**src/rtl/memory_controller.sv**
```systemverilog
// Byte-serial memory controller: arbitrates the instruction fetcher and the load/store
// buffer onto a single-port 8-bit RAM bus, assembling little-endian words.
module memory_controller (
  input  logic        clk_in,
  input  logic        rst_in,
  input  logic        rdy_in,
  input  logic        clear_in,
  input  logic [7:0]  mem_din,
  output logic [7:0]  mem_dout,
  output logic [31:0] mem_a,
  output logic        mem_wr,
  input  logic        io_buffer_full,
  input  logic        if_to_mc_valid,
  input  logic [31:0] if_to_mc_PC,
  output logic        mc_to_if_ready,
  output logic [31:0] mc_to_if_inst,
  input  logic        lsb_to_mc_valid,
  input  logic        lsb_to_mc_wr,
  input  logic [1:0]  lsb_to_mc_len,
  input  logic [31:0] lsb_to_mc_addr,
  input  logic [31:0] lsb_to_mc_data,
  output logic        mc_to_lsb_ready,
  output logic [31:0] mc_to_lsb_data
);

  typedef enum logic [1:0] {
    S_IDLE   = 2'd0,
    S_IFETCH = 2'd1,
    S_LOAD   = 2'd2,
    S_STORE  = 2'd3
  } state_t;

  state_t      state_q, state_d;
  logic [31:0] base_q, base_d;
  logic [2:0]  n_q, n_d;
  logic [2:0]  cnt_q, cnt_d;
  logic [31:0] buf_q, buf_d;
  logic [31:0] mem_a_q, mem_a_d;
  logic [7:0]  mem_dout_q, mem_dout_d;
  logic        mem_wr_q, mem_wr_d;
  logic        if_ready_q, if_ready_d;
  logic        lsb_ready_q, lsb_ready_d;
  logic [31:0] inst_q, inst_d;
  logic [31:0] lsb_data_q, lsb_data_d;
  logic        frozen_q, frozen_d;
  logic [7:0]  din_hold_q, din_hold_d;

  logic        io_stall_s;
  logic        lsb_go_s;
  logic        if_go_s;
  logic [2:0]  cnt_inc_s;
  logic [7:0]  din_eff_s;

  function automatic logic [2:0] len_to_n(input logic [1:0] len);
    case (len)
      2'b00:   len_to_n = 3'd1;
      2'b01:   len_to_n = 3'd2;
      default: len_to_n = 3'd4;
    endcase
  endfunction

  function automatic logic [31:0] put_byte(input logic [31:0] word, input logic [2:0] idx,
                                           input logic [7:0] b);
    put_byte = word;
    case (idx)
      3'd0:    put_byte[7:0]   = b;
      3'd1:    put_byte[15:8]  = b;
      3'd2:    put_byte[23:16] = b;
      3'd3:    put_byte[31:24] = b;
      default: put_byte = word;
    endcase
  endfunction

  function automatic logic [7:0] get_byte(input logic [31:0] word, input logic [2:0] idx);
    case (idx)
      3'd0:    get_byte = word[7:0];
      3'd1:    get_byte = word[15:8];
      3'd2:    get_byte = word[23:16];
      3'd3:    get_byte = word[31:24];
      default: get_byte = 8'h00;
    endcase
  endfunction

  // A write into the IO window is held off combinationally while the IO buffer is full.
  assign io_stall_s = (state_q == S_STORE) && (mem_a_q[17:16] == 2'b11) && io_buffer_full;
  assign lsb_go_s   = lsb_to_mc_valid && !lsb_ready_q;
  assign if_go_s    = if_to_mc_valid && !if_ready_q && !clear_in;
  assign cnt_inc_s  = cnt_q + 3'd1;
  // After a freeze the RAM has already moved on to the held address; use the byte
  // captured on the first frozen cycle instead.
  assign din_eff_s  = frozen_q ? din_hold_q : mem_din;

  assign mem_a           = mem_a_q;
  assign mem_dout        = mem_dout_q;
  assign mem_wr          = mem_wr_q && rdy_in && !io_stall_s;
  assign mc_to_if_ready  = if_ready_q;
  assign mc_to_if_inst   = inst_q;
  assign mc_to_lsb_ready = lsb_ready_q;
  assign mc_to_lsb_data  = lsb_data_q;

  always_comb begin
    state_d     = state_q;
    base_d      = base_q;
    n_d         = n_q;
    cnt_d       = cnt_q;
    buf_d       = buf_q;
    mem_a_d     = mem_a_q;
    mem_dout_d  = mem_dout_q;
    mem_wr_d    = mem_wr_q;
    if_ready_d  = if_ready_q;
    lsb_ready_d = lsb_ready_q;
    inst_d      = inst_q;
    lsb_data_d  = lsb_data_q;
    frozen_d    = !rdy_in;
    din_hold_d  = din_hold_q;

    if (!rdy_in && !frozen_q) begin
      din_hold_d = mem_din;
    end else begin
      din_hold_d = din_hold_q;
    end

    if (rdy_in) begin
      if_ready_d  = 1'b0;
      lsb_ready_d = 1'b0;
      mem_wr_d    = 1'b0;
      case (state_q)
        S_IDLE: begin
          if (lsb_go_s) begin
            base_d  = lsb_to_mc_addr;
            n_d     = len_to_n(lsb_to_mc_len);
            cnt_d   = 3'd0;
            mem_a_d = lsb_to_mc_addr;
            if (lsb_to_mc_wr) begin
              state_d    = S_STORE;
              buf_d      = lsb_to_mc_data;
              mem_dout_d = lsb_to_mc_data[7:0];
              mem_wr_d   = 1'b1;
            end else begin
              state_d = S_LOAD;
              buf_d   = 32'h0000_0000;
            end
          end else if (if_go_s) begin
            state_d = S_IFETCH;
            base_d  = if_to_mc_PC;
            n_d     = 3'd4;
            cnt_d   = 3'd0;
            mem_a_d = if_to_mc_PC;
            buf_d   = 32'h0000_0000;
          end else begin
            state_d = S_IDLE;
          end
        end
        S_IFETCH, S_LOAD: begin
          if ((state_q == S_IFETCH) && clear_in) begin
            state_d = S_IDLE;
            cnt_d   = 3'd0;
          end else begin
            // cnt counts addresses issued; byte cnt-1 is on mem_din this cycle.
            if (cnt_q != 3'd0) begin
              buf_d = put_byte(buf_q, cnt_q - 3'd1, din_eff_s);
            end else begin
              buf_d = buf_q;
            end
            if (cnt_q == n_q) begin
              state_d = S_IDLE;
              cnt_d   = 3'd0;
              if (state_q == S_IFETCH) begin
                if_ready_d = 1'b1;
                inst_d     = buf_d;
              end else begin
                lsb_ready_d = 1'b1;
                lsb_data_d  = buf_d;
              end
            end else begin
              cnt_d = cnt_inc_s;
              if (cnt_inc_s < n_q) begin
                mem_a_d = base_q + {29'd0, cnt_inc_s};
              end else begin
                mem_a_d = mem_a_q;
              end
            end
          end
        end
        S_STORE: begin
          if (io_stall_s) begin
            mem_wr_d = 1'b1;
          end else if (cnt_inc_s < n_q) begin
            cnt_d      = cnt_inc_s;
            mem_a_d    = base_q + {29'd0, cnt_inc_s};
            mem_dout_d = get_byte(buf_q, cnt_inc_s);
            mem_wr_d   = 1'b1;
          end else begin
            state_d     = S_IDLE;
            cnt_d       = 3'd0;
            lsb_ready_d = 1'b1;
          end
        end
        default: begin
          state_d = S_IDLE;
        end
      endcase
    end else begin
      state_d = state_q;
    end
  end

  always_ff @(posedge clk_in or posedge rst_in) begin
    if (rst_in) begin
      state_q     <= S_IDLE;
      base_q      <= 32'h0000_0000;
      n_q         <= 3'd0;
      cnt_q       <= 3'd0;
      buf_q       <= 32'h0000_0000;
      mem_a_q     <= 32'h0000_0000;
      mem_dout_q  <= 8'h00;
      mem_wr_q    <= 1'b0;
      if_ready_q  <= 1'b0;
      lsb_ready_q <= 1'b0;
      inst_q      <= 32'h0000_0000;
      lsb_data_q  <= 32'h0000_0000;
      frozen_q    <= 1'b0;
      din_hold_q  <= 8'h00;
    end else begin
      state_q     <= state_d;
      base_q      <= base_d;
      n_q         <= n_d;
      cnt_q       <= cnt_d;
      buf_q       <= buf_d;
      mem_a_q     <= mem_a_d;
      mem_dout_q  <= mem_dout_d;
      mem_wr_q    <= mem_wr_d;
      if_ready_q  <= if_ready_d;
      lsb_ready_q <= lsb_ready_d;
      inst_q      <= inst_d;
      lsb_data_q  <= lsb_data_d;
      frozen_q    <= frozen_d;
      din_hold_q  <= din_hold_d;
    end
  end

endmodule
```
**config.mk**
```make
export PLATFORM = sky130hd
export DESIGN_NAME = memory_controller
export DESIGN_NICKNAME = d
export VERILOG_FILES = /design/src/rtl/memory_controller.sv
export SDC_FILE = /design/constraint.sdc
export NUM_CORES = 1
export LEC_CHECK = 0
export BUFFER_PORTS_ARGS = -buffer_cell sky130_fd_sc_hd__clkbuf_2
export CAP_MARGIN = 20
export CORE_ASPECT_RATIO = 1.4
export CORE_MARGIN = 4
export CORE_UTILIZATION = 25
export DETAILED_ROUTE_END_ITERATION = 10
export HOLD_SLACK_MARGIN = 0.1
export PLACE_DENSITY = 0.44
export RECOVER_POWER = 100
export SLEW_MARGIN = 20
export SYNTH_ARGS = -nofsm -noshare
export SYNTH_HDL_FRONTEND = slang
export SYNTH_SLANG_ARGS = --single-unit
```
**constraint.sdc**
```tcl
create_clock -name clk_in -period 6.6 [get_ports clk_in]
set_input_delay 0.33 -clock clk_in [delete_from_list [all_inputs] [get_ports clk_in]]
set_output_delay 0.33 -clock clk_in [all_outputs]
set_load 0.02 [all_outputs]
```
==> flow_summary.toml <==
[clock_tree]
cts_resized = 0
cts_buffer_depth = 2
clockRootBuffer = "clkbuf_16"
clock-sinks = 188
cts_buffers = 17
postCtsSetupRepairBufs = 0
insertion_delay_ps = 460
clk_pin_slew_ps = 80
h-tree-depth = 4
hold_buffers = 24
cts_tree = "built"

[floorplan]
fp-row-count = 85
fp.dieW_um = 176
dieArea_um2 = 42800
ios = 221
die_y_um = 243
start_util_pct = 25.5
core_area_um2 = 38700

[yosys]
ys_ff_latch = 188
async_flop_share_pct = 100
ys_seq_area_share_pct = 47.6
synth.area.top_cells = "dfrtp_1, mux2i_1, mux2_2"
synth_top_cell_by_area = "dfrtp_1"
synthAdderAreaFrac_pct = 2.23
yosysMostFrequentCell = "dfrtp_1"
syn_area_per_cell_um2 = 9.67
synth_compound_area_share_pct = 15.5
synth_commonest_cells = "dfrtp_1, nand2_1, o21ai_0"
synth_mux_area_share_pct = 13.8
syn_inst = 1022
synthXorXnorAreaFrac_pct = 0.975
synth_top_family_by_area = "simple AND/OR/NAND/NOR gates"
yosysTopAreaCellShare_pct = 47.6
synth_edf_count = 0
synth-simple-area-share_pct = 15.9
synthesis.nets = 1153
ys.flop_type = "dfrtp_1"
yosys_warnings = 0
syn-cell-area_um2 = 9880
synth_cell_types = 56

[timing]
rsz0062_at_grt = "false"
min_period_ps = 4690
setup_viol = 0
hold_viol = 0
tightestPinTransition_ps = 2690
finalSetupTns_ps = 0
period_share_pct = 71.1
skew_ps = 13.4
slew-limit-headroom_pct = -79.2
hold_ws_ps = 130
max_freq_mhz = 213
slew_violations = 230

[critical_path]
path_class = "flop to flop"
crit_path_max_fanout = 64
start_kind = "flop"
rr_startpoint = "state_q[0]"
required_ps = 6800
end_kind = "flop"
crit_path_start = "state_q[0]"
cp_data_arrival_time_ps = 4890

[route]
vias = 8238
drc_errors = 0
drt_iter0_markers = 465
first_pass_iters = 5
drt.antenna.violating_nets = 0
via_per_inst = 4.68
wirelength_mm = 32.9
wire_per_inst_um = 18.7

[placement]
dp_cells = 1703
io_buffers = 220
routabilityCongestion = 0.789
place_hpwl_mm = 24.0

[global_route]
grt_overflow = 0
grt_start_max_net_pins = 123
track_usage_pct = 15.4
first_global_vias = 8379
grt_pass1_wl_mm = 51.0
antenna_found_initial = 1

[final_layout]
layout.cells.non_filler = 1760
drive_gt1_share_pct = 17.1
num_antenna_cells = 0
area_growth_pct = 22.7
layout.nets = 1356

[power_and_ir_drop]
power_uw = 5810
ir_worst_vdd_uv = 184
p_per_area_nw_per_um2 = 479
total_leakage_power_uw = 0.00533

[run_status]
violations = "max-capacitance violations, max-slew violations"
status = "finished with violations"

[hold_path]
min_from = "lsb_to_mc_data[6]"
worstHoldPathType = "input pin to flop"

[job]
maxCapViolCount = 5
## stage by stage
stage / cell area, µm² / utilization, % / setup WS [ps]
4_1_cts: 12300 / 31.8 / 3070
3_5_place_dp: 11500 / 29.7 / 3110
6_report: 12100 / 31.3 / 1910
2_1_floorplan: 9880 / - / 1160
5_1_grt: 12100 / 31.3 / 1420
3_3_place_gp: 11500 / 29.7 / 3040
## where the power goes
part | switching [µW] | internal [µW]
logic | 1690 | 963
clock network | 519 | 511
registers | 434 | 1690
total | 2640 | 3170
## flip-flops by register name, summed over array words and instances (netlist names), 3 cells and up
signal,flops
mem_dout,8
mc_to_lsb_data,32
mem_a,32
n_q,3
cnt_q,3
buf_q,32
mc_to_if_inst,32
base_q,32
din_hold_q,8
## per-layer routing
metal / wire length, µm / part of all wire [%] / up-vias / track usage (%)
met3: 1560 / 4.7 / 29 / 3.35
met1: 13800 / 42 / 3978 / 18.4
met5: 13 / 0.039 / - / 0
met2: 16900 / 51 / 203 / 27.3
li1: - / - / 4026 / -
met4: 644 / 2.0 / 2 / 4.84
## worst max-delay path, stage by stage (launching register included)
cell and delay [ps]:
dfrtp_1 380, inv_1 80, ha_1 1260, o211ai_1 340, a31oi_4 250, clkbuf_1 1910
a31oi_1 210
## kinds of logic after synthesis
| logic type | Yosys count |
|---|---|
| adder cells (fa/ha/maj) | 17 |
| buffers and inverters | 99 |
| multiplexers | 130 |
| AND/OR/NAND/NOR | 332 |
| XOR/XNOR | 11 |
| flip-flops | 188 |
| AO/OA/AOI/OAI | 245 |
## worst paths after layout
| path | slack (ps) | depth (start not counted) | to |
|---|---|---|---|
| hold reg to reg | 490 | 2 | mc_to_if_inst[2] |
| max in group asynchronous | 4410 | 4 | buf_q[22] |
| min in group asynchronous | 580 | 3 | mc_to_if_inst[4] |
| setup / recovery | 1910 | 6 | buf_q[3] |
| setup reg to reg | 1910 | 6 | buf_q[3] |
| hold / removal | 130 | 3 | buf_q[6] |
## cells in the final DEF (no fill, tap or decap), types with 6 or more instances in the layout
cell type and n:
dlygate4sd3_1 25, a2111oi_0 6, nand3_1 20, a31oi_1 29, nor4_1 14, ha_1 16, xor2_1 7, clkbuf_16 17
a21oi_1 49, a22oi_1 18, o31ai_1 6, nand2_1 131, o21ai_0 85, nor2_1 75, a22o_1 8, nand2b_1 29
mux2_2 49, clkbuf_1 114, nor3_1 11, o31a_1 16, dfrtp_1 188, nor2b_1 19, inv_1 27, clkbuf_2 111
mux2i_1 79
## layout make-up
class | count | area (µm²)
inverter | 28 | 113
tap | 522 | 653
clock inverter | 13 | 120
clock buffer | 19 | 443
sequential | 188 | 4700
multi-input combinational | 735 | 4800
timing repair buffer | 255 | 1280
fill | 4226 | 26600
Note: power is estimated with default switching activity, not from simulation.
